--- src/rtl/spi_master_param.sv ---
// SPI master: valid/ready word in, CPOL/CPHA chosen per transfer, one of NUM_CS selects.
// Optional feature macro SPI_LOOPBACK_EN adds a loopback input that feeds mosi back into the receiver.
module spi_master_param #(
  parameter int DATA_W  = 8,
  parameter int CLK_DIV = 4,
  parameter int NUM_CS  = 1
) (
  input  logic                    clk,
  input  logic                    rst,
  input  logic [DATA_W-1:0]       tx_data,
  input  logic                    tx_valid,
  output logic                    tx_ready,
  input  logic [$clog2(NUM_CS):0] cs_sel,
  input  logic                    cpol,
  input  logic                    cpha,
  output logic [DATA_W-1:0]       rx_data,
  output logic                    rx_valid,
  output logic                    busy,
  output logic                    sclk,
  output logic                    mosi,
  input  logic                    miso,
`ifdef SPI_LOOPBACK_EN
  input  logic                    loopback,
`endif
  output logic [NUM_CS-1:0]       cs_n
);

  localparam int CSW   = $clog2(NUM_CS) + 1;
  localparam int DIV_W = $clog2(CLK_DIV + 1);
  localparam int EW    = $clog2(2 * DATA_W);

  typedef enum logic [1:0] {S_IDLE, S_SETUP, S_XFER, S_HOLD} state_t;

  state_t              state, state_nxt;
  logic [DIV_W-1:0]    div_cnt;
  logic [EW-1:0]       edge_cnt;
  logic [DATA_W-1:0]   shreg;
  logic [DATA_W-1:0]   rx_sh;
  logic                cpha_q;
  logic                accept, div_last, edge_last, edge_evt, lead;
  logic                sample_evt, shift_evt, rx_bit;

  function automatic logic [NUM_CS-1:0] cs_decode(input logic [CSW-1:0] sel);
    logic [NUM_CS-1:0] m;
    m = '1;
    for (int i = 0; i < NUM_CS; i++) m[i] = (sel != CSW'(i));
    return m;
  endfunction

  assign tx_ready  = (state == S_IDLE);
  assign busy      = (state != S_IDLE);
  assign accept    = tx_valid && tx_ready;
  assign div_last  = (div_cnt == DIV_W'(CLK_DIV - 1));
  assign edge_last = (edge_cnt == EW'(2 * DATA_W - 1));
  assign edge_evt  = (state == S_XFER) && div_last;
  assign lead      = ~edge_cnt[0];
  // Sampling edge is the leading one in CPHA=0 and the trailing one in CPHA=1;
  // mosi moves on the other edge, skipping the edge that would run past the LSB.
  assign sample_evt = edge_evt && (lead ^ cpha_q);
  assign shift_evt  = edge_evt && !(lead ^ cpha_q) && !edge_last && (edge_cnt != '0);
  assign mosi       = shreg[DATA_W-1];

`ifdef SPI_LOOPBACK_EN
  logic lb_q;
  assign rx_bit = lb_q ? mosi : miso;
`else
  assign rx_bit = miso;
`endif

  always_ff @(posedge clk or negedge rst) begin
    if (!rst) state <= S_IDLE;
    else      state <= state_nxt;
  end

  always_comb begin
    state_nxt = state;
    case (state)
      S_IDLE:  if (tx_valid)              state_nxt = S_SETUP;
      S_SETUP: if (div_last)              state_nxt = S_XFER;
      S_XFER:  if (div_last && edge_last) state_nxt = S_HOLD;
      S_HOLD:  if (div_last)              state_nxt = S_IDLE;
      default:                            state_nxt = S_IDLE;
    endcase
  end

  always_ff @(posedge clk or negedge rst) begin
    if (!rst) begin
      div_cnt  <= '0;
      edge_cnt <= '0;
      shreg    <= '0;
      cpha_q   <= 1'b0;
      sclk     <= 1'b0;
      cs_n     <= '1;
      rx_valid <= 1'b0;
      rx_data  <= '0;
`ifdef SPI_LOOPBACK_EN
      lb_q     <= 1'b0;
`endif
    end else begin
      rx_valid <= 1'b0;
      if (state == S_IDLE || div_last) div_cnt <= '0;
      else                             div_cnt <= div_cnt + DIV_W'(1);
      if (state != S_XFER) edge_cnt <= '0;
      else if (edge_evt)   edge_cnt <= edge_cnt + EW'(1);
      if (accept) begin
        shreg  <= tx_data;
        cpha_q <= cpha;
        sclk   <= cpol;
        cs_n   <= cs_decode(cs_sel);
`ifdef SPI_LOOPBACK_EN
        lb_q   <= loopback;
`endif
      end else if (state == S_IDLE) begin
        sclk <= cpol;
      end
      if (edge_evt)  sclk  <= ~sclk;
      if (shift_evt) shreg <= {shreg[DATA_W-2:0], 1'b0};
      if (state == S_HOLD && div_last) begin
        cs_n     <= '1;
        rx_valid <= 1'b1;
        rx_data  <= rx_sh;
      end
    end
  end

  // Receive shifter carries data only; it is fully overwritten every word.
  always_ff @(posedge clk) begin
    if (sample_evt) rx_sh <= {rx_sh[DATA_W-2:0], rx_bit};
  end

endmodule

--- config.mk ---
export PLATFORM = sky130hd
export DESIGN_NAME = spi_master_param
export DESIGN_NICKNAME = d
export VERILOG_FILES = /design/src/rtl/spi_master_param.sv
export SDC_FILE = /design/constraint.sdc
export NUM_CORES = 1
export LEC_CHECK = 0
export BUFFER_PORTS_ARGS = -buffer_cell sky130_fd_sc_hd__buf_2
export CORE_UTILIZATION = 50
export DETAILED_ROUTE_END_ITERATION = 10
export PLACE_DENSITY = 0.72
export SYNTH_ARGS = -nofsm -noshare
export SYNTH_HDL_FRONTEND = slang
export SYNTH_SLANG_ARGS = --single-unit
--- constraint.sdc ---
create_clock -name clk -period 5.6 [get_ports clk]
set_input_delay 1.12 -clock clk [delete_from_list [all_inputs] [get_ports clk]]
set_output_delay 1.12 -clock clk [all_outputs]
set_load 0.02 [all_outputs]
==> impl_metrics.tcl <==
set metrics [dict create \
    rrSetupSlack_ns 3.61 \
    post-cts-setup-buffers 0 \
    hold_path_class "flop to flop" \
    finalHoldViolCount 0 \
    antenna_found_initial 0 \
    p_sw_uw 95.30 \
    synth.distinct_cells 28 \
    clockBufferDepth 2 \
    outcome "completed" \
    placed_area_um2 1804 \
    switching_share_pct 22.58 \
    grtUsageTotal_pct 17.35 \
    nFillCells 263 \
    skew_ns 0.01306 \
    worstMarginPinSlew_ns 0.6992 \
    drt_wl_total_mm 2.512 \
    rsz0062_at_grt "no" \
    viasPerCell 5.000 \
    clock_latency_ns 0.35 \
    cp.arrival_ns 1.52 \
    grt_max_degree 30 \
    relSlewSlack_pct 53.22 \
    r2r-start "div_cnt[0]" \
    min_to "rx_sh[5]" \
    cts_resized 0 \
    p_seq_share_pct 65.0 \
    ctsHoldBuffers 0 \
    fin_tns_setup_ns 0 \
    dr.pass1.iters 4 \
    hold_start "rx_sh[4]" \
    syn_avg_cell_area_um2 14.22 \
    synthArstFlopShare_pct 78.38 \
    synth_common_cells "dfrtp_1, mux2_1, edfxtp_1, ha_1, mux2_2" \
    clkSlewWorstSetupHoldPaths_ns 0.11 \
    drive_above_1_share_pct 33.78 \
    cts_sinks 37 \
    num_rows 20 \
    grt_overflow 0 \
    synth_edf_count 8 \
    setup_viol 0 \
    synthCells 114 \
    dpl.cell_count 184 \
    fin_crit_sh_pct 47.06 \
    synthFlopType "dfrtp_1" \
    power.density_nw_per_um2 226.8 \
    area_growth_pct 14.74 \
    cts-root-buf "clkbuf_4" \
    die_w_um 58.95 \
    drv_cap 0 \
    place_hpwl_mm 1.826 \
    yosysMostFrequentCell "dfrtp_1" \
    antenna_cells 0 \
    synth_top_area_share_pct 43.21 \
    ys_seq_elements 37 \
    leakagePower_nw 0.9387 \
    portBuffers 28 \
    drc 0 \
    yosysTopAreaCell "dfrtp_1" \
    required_ns 4.48 \
    stdcell_count 192 \
    internal-power_uw 326.7 \
    synth_fp_nets 137 \
    synthTopCellsByArea "dfrtp_1, edfxtp_1, mux2_1" \
    timing.fmax_mhz 379.5 \
    postRouteAntennaNets 0 \
    cts_made_buffers 5 \
    start_util_pct 53.11 \
    yosysWarnings 0 \
    holdPathStages 0 \
    cts_tree "yes" \
    r2r-end "rx_sh[5]" \
    fin_crit_ns 2.635 \
    htreeDepth 2 \
    die_area_um2 3475 \
    place_congestion 0.7033 \
    rr_worst_depth 4 \
    ios 29 \
    grt_pass1_wl_mm 4.250 \
    synth_area_um2 1622 \
    ir_worst_vdd_uv 109.6 \
    num-nets-final 170 \
    grt_pass1_vias 962 \
    drt-wirelength-per-cell_um 13.08 \
    fp.dieH_um 58.95 \
    end_kind "output pin" \
    path_class "flop to output pin" \
    final_cell_area_um2 1861 \
    power_frac_comb_pct 2.1 \
    startpoint_type "flop" \
    vias 960 \
    power_frac_clock_pct 32.9 \
    slew_viol_final 0 \
    yosysSeqAreaShare_pct 59.65 \
    utilization_pct 60.94 \
    core_um2 3053 \
    crit_fanout 10 \
    drt_iter0_drc 19 \
]
==> placed cells by master, fill, tap and decap left out, drive strengths merged, types with 2 or more instances in the layout <==
master | netlist | final
nand3 | 4 | 4
buf | 2 | 28
dfrtp | 28 | 28
xnor2 | 2 | 2
clkbuf | 0 | 6
nor2b | 2 | 2
edfxtp | 8 | 8
nand2 | 7 | 7
clkinvlp | 0 | 2
xor2 | 2 | 2
nor3 | 2 | 2
ha | 8 | 8
mux2 | 24 | 24
nor2 | 2 | 2
mux2i | 3 | 3
and2 | 3 | 3
inv | 8 | 8
==> metal layers <==
metal / GRT usage, % / vias to the layer above / wire length, um
met5: 0 / - / 0
met4: 11.56 / 0 / 68
met3: 5.275 / 7 / 119
met2: 27.76 / 22 / 1229
met1: 20.12 / 472 / 1094
li1: - / 459 / -
==> how the worst max path moves through the flow <==
stage,from,to,slack [ns],cells after the start
floorplan,state[0],busy,3.47,4
global placement,state[0],tx_ready,3.40,3
detailed placement,state[0],tx_ready,3.35,3
CTS,state[0],tx_ready,2.95,3
global route,state[0],tx_ready,2.88,3
finish,state[0],tx_ready,2.96,3
==> layout make-up <==
type	count	area, um2	share of cell area, %
Sequential cell	37	967.2	51.98
Clock inverter	2	15.01	0.8070
Timing Repair Buffer	28	140.1	7.532
Clock buffer	6	41.29	2.219
Tap cell	44	55.05	2.959
Inverter	8	30.03	1.614
Multi-Input combinational cell	67	611.8	32.89
==> metrics by stage <==
step                      setup WS (ns)  hold slack, ns  power [mW]
after CTS                         2.953          0.4547      0.4284
after global routing              2.883          0.4717      0.4406
final                             2.965          0.4565      0.4220
after global placement            3.399          0.4201      0.2885
after floorplan                   3.470          0.4085      0.2798
after detailed placement          3.351          0.4353      0.2889
==> critical path: stages, from the launching register on <==
cell and delay, ns:
dfrtp_1 0.43, inv_1 0.10, ha_1 0.40, buf_2 0.24
==> power groups by stage <==
| stage | Clock (mW) | Combinational (mW) | Sequential, mW |
|---|---|---|---|
| 6_report | 0.139 | 0.00887 | 0.274 |
| 5_1_grt | 0.156 | 0.0101 | 0.274 |
| 4_1_cts | 0.145 | 0.00934 | 0.274 |
| 3_5_place_dp | 0 | 0.00930 | 0.280 |
| 3_3_place_gp | 0 | 0.00891 | 0.280 |
| 2_1_floorplan | 0 | 0.0000942 | 0.280 |
==> logic make-up (layout without fill, tap and decap cells) <==
group           Yosys count  after routing  share of synthesized area [%]
compound gates            3              3                          1.929
simple gates             25             25                          8.951
flops                    37             37                          59.65
fa+ha+maj                 8              8                          6.173
mux                      27             27                          18.52
xor+xnor                  4              4                          2.161
buf+inv                  10             44                          2.623
==> state kept, by name (all words and copies together), names as in the netlist <==
| name | flops |
|---|---|
| cs_n | 1 |
| sclk | 1 |
| rx_sh | 8 |
| rx_data | 8 |
| cpha_q | 1 |
| edge_cnt | 4 |
| div_cnt | 3 |
| rx_valid | 1 |
| state | 2 |
| shreg | 8 |
Note: power is estimated with default switching activity, not from simulation.
